--- config.mk ---
export PLATFORM = sky130hd
export DESIGN_NAME = multdiv_iter_flat
export DESIGN_NICKNAME = d
export VERILOG_FILES = /design/src/rtl/multdiv_iter_pkg.sv /design/src/rtl/multdiv_iter_if.sv /design/src/rtl/multdiv_iter_counter.sv /design/src/rtl/multdiv_iter.sv /design/src/flat_wrapper.sv
export SDC_FILE = /design/constraint.sdc
export NUM_CORES = 1
export LEC_CHECK = 0
export CAP_MARGIN = 20
export CORE_MARGIN = 2
export CORE_UTILIZATION = 55
export DETAILED_ROUTE_END_ITERATION = 12
export PLACE_DENSITY = 0.87
export RECOVER_POWER = 100
export SYNTH_ARGS = -nofsm -noshare
export SYNTH_HDL_FRONTEND = slang
export SYNTH_SLANG_ARGS = --single-unit
--- constraint.sdc ---
create_clock -name clock -period 3.6 [get_ports clock]
set_input_delay 0.72 -clock clock [delete_from_list [all_inputs] [get_ports clock]]
set_output_delay 0.72 -clock clock [all_outputs]
set_load 0.01 [all_outputs]
--- src/rtl/multdiv_iter_pkg.sv ---
// rtl/multdiv_iter_pkg.sv - shared types and constants for the iterative multiply/divide unit
package multdiv_iter_pkg;

  localparam int DEF_WIDTH = 32;
  localparam int DEF_TAG_W = 5;
  localparam int CNT_W     = 6;

  typedef enum logic [2:0] {
    IDLE = 3'd0,
    MULT = 3'd1,
    DIV  = 3'd2,
    FIX  = 3'd3,
    DONE = 3'd4
  } state_t;

endpackage

--- src/rtl/multdiv_iter_if.sv ---
// rtl/multdiv_iter_if.sv - issue/completion bundle between the core and the multiply/divide unit
interface multdiv_iter_if #(
  parameter int WIDTH = 32,
  parameter int TAG_W = 5
);
  logic             ctrl_MULT;
  logic             ctrl_DIV;
  logic [WIDTH-1:0] data_operandA;
  logic [WIDTH-1:0] data_operandB;
  logic [TAG_W-1:0] in_tag;
  logic             data_inputRDY;
  logic [WIDTH-1:0] data_result;
  logic             data_exception;
  logic             data_resultRDY;
  logic [TAG_W-1:0] out_tag;

  modport master (
    output ctrl_MULT, ctrl_DIV, data_operandA, data_operandB, in_tag,
    input  data_inputRDY, data_result, data_exception, data_resultRDY, out_tag
  );

  modport slave (
    input  ctrl_MULT, ctrl_DIV, data_operandA, data_operandB, in_tag,
    output data_inputRDY, data_result, data_exception, data_resultRDY, out_tag
  );
endinterface

--- src/rtl/multdiv_iter_counter.sv ---
// rtl/multdiv_iter_counter.sv - iteration counter with clear/enable and last-iteration flag
module mdu_counter
  import multdiv_iter_pkg::*;
#(
  parameter int WIDTH = 32
) (
  input  logic clock,
  input  logic ctrl_reset,
  input  logic clear,
  input  logic enable,
  output logic terminal
);
  logic [CNT_W-1:0] count;

  // count iterations; clear has priority so every op starts from zero
  always_ff @(posedge clock or negedge ctrl_reset) begin
    if (!ctrl_reset) begin
      count <= '0;
    end else if (clear) begin
      count <= '0;
    end else if (enable) begin
      count <= count + 1'b1;
    end
  end

  assign terminal = (count == CNT_W'(WIDTH - 1));
endmodule

--- src/rtl/multdiv_iter.sv ---
// rtl/multdiv_iter.sv - iterative signed multiply/divide, one bit per cycle, one op in flight
module multdiv_iter
  import multdiv_iter_pkg::*;
#(
  parameter int WIDTH = DEF_WIDTH,
  parameter int TAG_W = DEF_TAG_W
) (
  input logic           clock,
  input logic           ctrl_reset,
  multdiv_iter_if.slave bus
);
  localparam int MULT_DIV_ITERS = WIDTH;

  state_t               state, state_nxt;
  logic                 input_rdy, accept;
  logic                 cnt_clear, cnt_enable, cnt_term;
  logic [WIDTH-1:0]     abs_a, abs_b, mag_a, mag_b;
  logic                 neg, is_div, dbz;
  logic [TAG_W-1:0]     tag;
  logic [2*WIDTH-1:0]   acc, acc_mul, acc_div, prod_s;
  logic [WIDTH:0]       mul_sum, div_shift, div_trial, prod_hi;
  logic [WIDTH-1:0]     quo_s, fix_result;
  logic                 fix_exc;
  logic [WIDTH-1:0]     result_q;
  logic                 exc_q, rdy_q;
  logic [TAG_W-1:0]     tag_q;

  mdu_counter #(.WIDTH(MULT_DIV_ITERS)) u_cnt (
    .clock      (clock),
    .ctrl_reset (ctrl_reset),
    .clear      (cnt_clear),
    .enable     (cnt_enable),
    .terminal   (cnt_term)
  );

  // input_rdy stays low through the completion pulse so a new op cannot overlap it
  assign input_rdy = (state == IDLE) && !rdy_q;
  assign accept    = input_rdy && (bus.ctrl_MULT || bus.ctrl_DIV);
  assign abs_a     = bus.data_operandA[WIDTH-1] ? -bus.data_operandA : bus.data_operandA;
  assign abs_b     = bus.data_operandB[WIDTH-1] ? -bus.data_operandB : bus.data_operandB;

  // multiply step: conditionally add multiplicand to the high half, then shift right
  assign mul_sum = {1'b0, acc[2*WIDTH-1:WIDTH]} + (acc[0] ? {1'b0, mag_a} : '0);
  assign acc_mul = {mul_sum, acc[WIDTH-1:1]};

  // divide step: acc = {remainder, dividend/quotient}; shift in next dividend bit and trial-subtract
  assign div_shift = acc[2*WIDTH-1:WIDTH-1];
  assign div_trial = div_shift - {1'b0, mag_b};
  assign acc_div   = div_trial[WIDTH] ? {div_shift[WIDTH-1:0], acc[WIDTH-2:0], 1'b0}
                                      : {div_trial[WIDTH-1:0], acc[WIDTH-2:0], 1'b1};

  // sign fix-up and exception; quotient magnitude 2^(WIDTH-1) only fits when negative
  assign prod_s     = neg ? -acc : acc;
  assign quo_s      = neg ? -acc[WIDTH-1:0] : acc[WIDTH-1:0];
  assign prod_hi    = prod_s[2*WIDTH-1:WIDTH-1];
  assign fix_result = !is_div ? prod_s[WIDTH-1:0] : (dbz ? '0 : quo_s);
  assign fix_exc    = !is_div ? !((&prod_hi) || !(|prod_hi))
                              : (dbz || (!neg && acc[WIDTH-1]));

  // state register
  always_ff @(posedge clock or negedge ctrl_reset) begin
    if (!ctrl_reset) state <= IDLE;
    else             state <= state_nxt;
  end

  // next-state: MULT has priority; a zero divisor skips straight to FIX
  always_comb begin
    state_nxt = state;
    case (state)
      IDLE: if (accept) begin
              if (bus.ctrl_MULT)                state_nxt = MULT;
              else if (bus.data_operandB == '0) state_nxt = FIX;
              else                              state_nxt = DIV;
            end
      MULT, DIV: if (cnt_term) state_nxt = FIX;
      FIX:     state_nxt = DONE;
      DONE:    state_nxt = IDLE;
      default: state_nxt = IDLE;
    endcase
  end

  // FSM outputs: counter control
  always_comb begin
    cnt_clear  = (state == IDLE);
    cnt_enable = (state == MULT) || (state == DIV);
  end

  // operand capture at start and per-cycle accumulator update
  always_ff @(posedge clock or negedge ctrl_reset) begin
    if (!ctrl_reset) begin
      mag_a  <= '0;
      mag_b  <= '0;
      neg    <= 1'b0;
      is_div <= 1'b0;
      dbz    <= 1'b0;
      tag    <= '0;
      acc    <= '0;
    end else if (accept) begin
      mag_a  <= abs_a;
      mag_b  <= abs_b;
      neg    <= bus.data_operandA[WIDTH-1] ^ bus.data_operandB[WIDTH-1];
      is_div <= !bus.ctrl_MULT;
      dbz    <= !bus.ctrl_MULT && (bus.data_operandB == '0);
      tag    <= bus.in_tag;
      acc    <= {{WIDTH{1'b0}}, (bus.ctrl_MULT ? abs_b : abs_a)};
    end else if (state == MULT) begin
      acc <= acc_mul;
    end else if (state == DIV) begin
      acc <= acc_div;
    end
  end

  // result registers load on leaving FIX; completion pulse follows DONE
  always_ff @(posedge clock or negedge ctrl_reset) begin
    if (!ctrl_reset) begin
      result_q <= '0;
      exc_q    <= 1'b0;
      tag_q    <= '0;
      rdy_q    <= 1'b0;
    end else begin
      if (state == FIX) begin
        result_q <= fix_result;
        exc_q    <= fix_exc;
        tag_q    <= tag;
      end
      rdy_q <= (state == DONE);
    end
  end

  assign bus.data_inputRDY  = input_rdy;
  assign bus.data_result    = result_q;
  assign bus.data_exception = exc_q;
  assign bus.data_resultRDY = rdy_q;
  assign bus.out_tag        = tag_q;
endmodule

--- src/flat_wrapper.sv ---
// flat-port wrapper written by rule: the top's interface ports become plain ports
module multdiv_iter_flat import multdiv_iter_pkg::*;
#(
  parameter int WIDTH = DEF_WIDTH,
  parameter int TAG_W = DEF_TAG_W
)
  (clock, ctrl_reset, bus_ctrl_MULT, bus_ctrl_DIV, bus_data_operandA, bus_data_operandB, bus_in_tag, bus_data_inputRDY, bus_data_result, bus_data_exception, bus_data_resultRDY, bus_out_tag);
  multdiv_iter_if #(.WIDTH(WIDTH), .TAG_W(TAG_W)) bus_i ();
  input logic clock;
  input logic ctrl_reset;
  input wire logic [$bits(bus_i.ctrl_MULT)-1:0] bus_ctrl_MULT;
  input wire logic [$bits(bus_i.ctrl_DIV)-1:0] bus_ctrl_DIV;
  input wire logic [$bits(bus_i.data_operandA)-1:0] bus_data_operandA;
  input wire logic [$bits(bus_i.data_operandB)-1:0] bus_data_operandB;
  input wire logic [$bits(bus_i.in_tag)-1:0] bus_in_tag;
  output wire logic [$bits(bus_i.data_inputRDY)-1:0] bus_data_inputRDY;
  output wire logic [$bits(bus_i.data_result)-1:0] bus_data_result;
  output wire logic [$bits(bus_i.data_exception)-1:0] bus_data_exception;
  output wire logic [$bits(bus_i.data_resultRDY)-1:0] bus_data_resultRDY;
  output wire logic [$bits(bus_i.out_tag)-1:0] bus_out_tag;
  assign bus_i.ctrl_MULT = bus_ctrl_MULT;
  assign bus_i.ctrl_DIV = bus_ctrl_DIV;
  assign bus_i.data_operandA = bus_data_operandA;
  assign bus_i.data_operandB = bus_data_operandB;
  assign bus_i.in_tag = bus_in_tag;
  assign bus_data_inputRDY = bus_i.data_inputRDY;
  assign bus_data_result = bus_i.data_result;
  assign bus_data_exception = bus_i.data_exception;
  assign bus_data_resultRDY = bus_i.data_resultRDY;
  assign bus_out_tag = bus_i.out_tag;
  multdiv_iter #(.WIDTH(WIDTH), .TAG_W(TAG_W)) u_core (.clock(clock), .ctrl_reset(ctrl_reset), .bus(bus_i));
endmodule
==> reports/metrics.yaml <==
crit_slowest_cell: "or4_1"
synth_cell_types: 74
synth_xor_area_frac: 0.0977
worst_path_most_repeated_cell: "buf_4"
cp_data_required_time_ns: 3.92
ys_seq_area_frac: 0.311
numCtsBuffers: 17
cts_buffer_depth: 2
area_growth_pct: 24.4
yosys.area_share.simple: 0.209
synthAdderAreaFrac: 0.0609
setup_tns_ns: -0.0241
synthCells: 1858
drc: 0
critPathMaxFanout: 10
ys.flop_type: "dfrtp_1"
pwr-share-comb: 0.709
place_hpwl_um: 38500
synth.area.top_cells: "dfrtp_1, nand2_1, xor2_1"
syn_nets: 2001
synth_seq_cells: 184
grt_pass1_wl_um: 81400
setup_viol: 1
clock-skew-final_ns: 0.0257
htreeDepth: 4
gp_congestion: 1.00
layout_min_cycle_time_ns: 3.62
clkSinkCount: 184
grt-ovfl-total: 0
violations: "max-capacitance violations, max-slew violations, negative setup slack"
startpoint_type: "register"
detail_route.wl_per_cell_um: 21.5
firstDrtPassIters: 6
die_w_um: 168
post_synth.cell_area_avg_um2: 7.96
cts_tree: "yes"
die_area_um2: 28200
hp-class: "register to register"
start_util: 0.555
dp_slack_ns: -0.195
antennaDiodeCount: 0
rows: 60
crit_family: "simple AND/OR/NAND/NOR gates"
fill_cells: 2015
power.internal_uw: 10600
ant_nets: 0
root_buffer: "clkbuf_16"
status: "complete, but fails checks"
p_per_area_nw_per_um2: 1130
p_sw_uw: 10200
layout_commonest_cell: "nand2_1"
cp-end-kind: "register"
die_y_um: 168
path_clk_slew_ns: 0.08
wl_um: 52400
drive_gt1_frac: 0.146
clkPwrFrac: 0.099
swShare: 0.492
drv_slew: 79
worst_skew_pair.late_latency_ns: 0.46
synth.top_cell.area_share: 0.311
crit_type: "register to register"
final_cell_area_um2: 18400
p_leak_uw: 0.00819
nets: 2226
max_slew_margin: -0.329
final_cell_mix: "nand2_1, o21ai_0, buf_4"
grt_setup_unrepaired: "true"
antenna_found_initial: 0
fin_ws_ns: -0.0241
max_stage_delay_ns: 0.55
initialDrtViolationCount: 2170
synth_compound_area_frac: 0.252
worstPathArrival_ns: 3.95
critPathBufInv: 4
dpl_cell_area_um2: 17500
synth_edf_count: 0
max_freq_mhz: 276
io_buffers: 112
peakVddDrop_v: 0.000479
viasPerCell: 6.59
yosysTopAreaCell: "dfrtp_1"
muxShareOfSynthArea: 0.0226
hold_violations: 0
grt_max_degree: 138
finalCritPeriodShare: 1.01
core_area_um2: 26700
synth-async-reset-ratio: 1.00
postCtsHoldBufs: 0
cp_cell_sequence: "buf_4, or4_1, nor2_1, nand2_1, buf_4, or2_2, buf_4, o21ai_0, xor2_1, nor4_2, nand4_1, o31ai_4, buf_4, o31ai_1"
dr_total_vias: 16068
grt_pass1_vias: 15654
netlist_area_um2: 14800
synth_top_family_by_area: "compound AO/OA/AOI/OAI gates"
groute.usage.overall: 0.362
io_pins: 113
maxCapViolations: 1
p_seq_frac: 0.192
yosysWarningCount: 0
tightest_slew_ns: 1.99
[per-layer routing]
layer	GRT usage	part of all wire	vias to the layer above	wire, um
met2	0.573	0.45	1042	23600
met4	0.256	0.079	0	4140
met1	0.445	0.38	7574	19800
met3	0.0712	0.093	291	4870
li1	-	-	7161	-
met5	0	0	-	0
[final cells by class]
class | count | area (um^2) | area share
Sequential cell | 184 | 4610 | 0.251
Clock buffer | 17 | 425 | 0.0231
Timing Repair Buffer | 325 | 2720 | 0.148
Multi-Input combinational cell | 1490 | 9740 | 0.530
Clock inverter | 15 | 220 | 0.0120
Tap cell | 341 | 427 | 0.0232
Inverter | 65 | 244 | 0.0133
[cell families after synthesis]
kind of cell / after synthesis
simple gates: 650
compound gates: 571
buf+inv: 184
flops: 184
xor+xnor: 165
fa+ha+maj: 71
mux: 33
[through the flow]
step | hold slack [ns] | std cells | utilization | total power (uW)
2_1_floorplan | 0.424 | 1858 | - | 13000
3_3_place_gp | 0.450 | 2396 | 0.657 | 17300
3_5_place_dp | 0.451 | 2396 | 0.657 | 17800
4_1_cts | 0.322 | 2428 | 0.682 | 20000
5_1_grt | 0.499 | 2437 | 0.690 | 22200
6_report | 0.471 | 2437 | 0.690 | 20800
[power groups by stage]
| stage | Clock [uW] | Sequential (uW) | Combinational (uW) |
|---|---|---|---|
| finish | 2060 | 3990 | 14800 |
| global placement | 0 | 3900 | 13400 |
| detailed placement | 0 | 3960 | 13800 |
| CTS | 2050 | 3930 | 14000 |
| global route | 2140 | 4070 | 16000 |
| floorplan | 0 | 3920 | 9110 |
[synth_stat cells, types with 17 or more instances]
cell type / count
o41ai_1: 26
o31ai_1: 42
nand2_1: 308
xor2_1: 118
a21oi_1: 69
and2_1: 37
mux2i_1: 30
a21o_1: 36
a31oi_1: 34
o22ai_1: 24
o21ai_0: 197
dfrtp_1: 184
nor2_1: 97
o22a_1: 20
or3_1: 24
xnor2_1: 47
clkbuf_1: 113
ha_1: 68
nand3_1: 27
inv_1: 65
nand4_1: 21
nor3_1: 34
nor4_1: 17
[sequential cells by signal, indices dropped and copies added (netlist names)]
register                   cells
u_core.bus.data_exception      1
u_core.acc                    64
u_core.u_cnt.count             6
u_core.neg                     1
u_core.tag                     5
u_core.mag_a                  32
u_core.state                   3
u_core.bus.data_resultRDY      1
u_core.is_div                  1
u_core.bus.data_result        32
u_core.mag_b                  32
u_core.dbz                     1
u_core.bus.out_tag             5
[what timing repair did]
action,4_1_cts,5_1_grt
endpoints found under the setup margin,4,34
gates resized for setup,4,56
buffers inserted,0,8
pin swaps,0,12
cloned,0,1
[final timing paths]
kind | startpoint | endpoint | slack (ns) | cells after the start
worst max-delay path | u_core.acc[33] | u_core.bus.data_exception | -0.02 | 14
worst min-delay path | u_core.mag_a[2] | u_core.mag_a[2] | 0.47 | 2
worst max register to register | u_core.acc[33] | u_core.bus.data_exception | -0.02 | 14
worst min register to register | u_core.mag_a[2] | u_core.mag_a[2] | 0.47 | 2
max in group asynchronous | ctrl_reset | u_core.acc[43] | 0.44 | 2
min in group asynchronous | ctrl_reset | u_core.bus.data_result[29] | 0.81 | 1
[worst reg2reg max path: cells and delay by family (launching register included)]
kind / cells / cell delay [ns]
AOI/OAI and AO/OA: 3 / 0.65
xor gates and xnor gates: 1 / 0.14
buffers and inverters: 4 / 0.72
DFF: 1 / 0.41
and+or+nand+nor: 6 / 1.60
No activity file was read; power rests on OpenSTA's default activity.
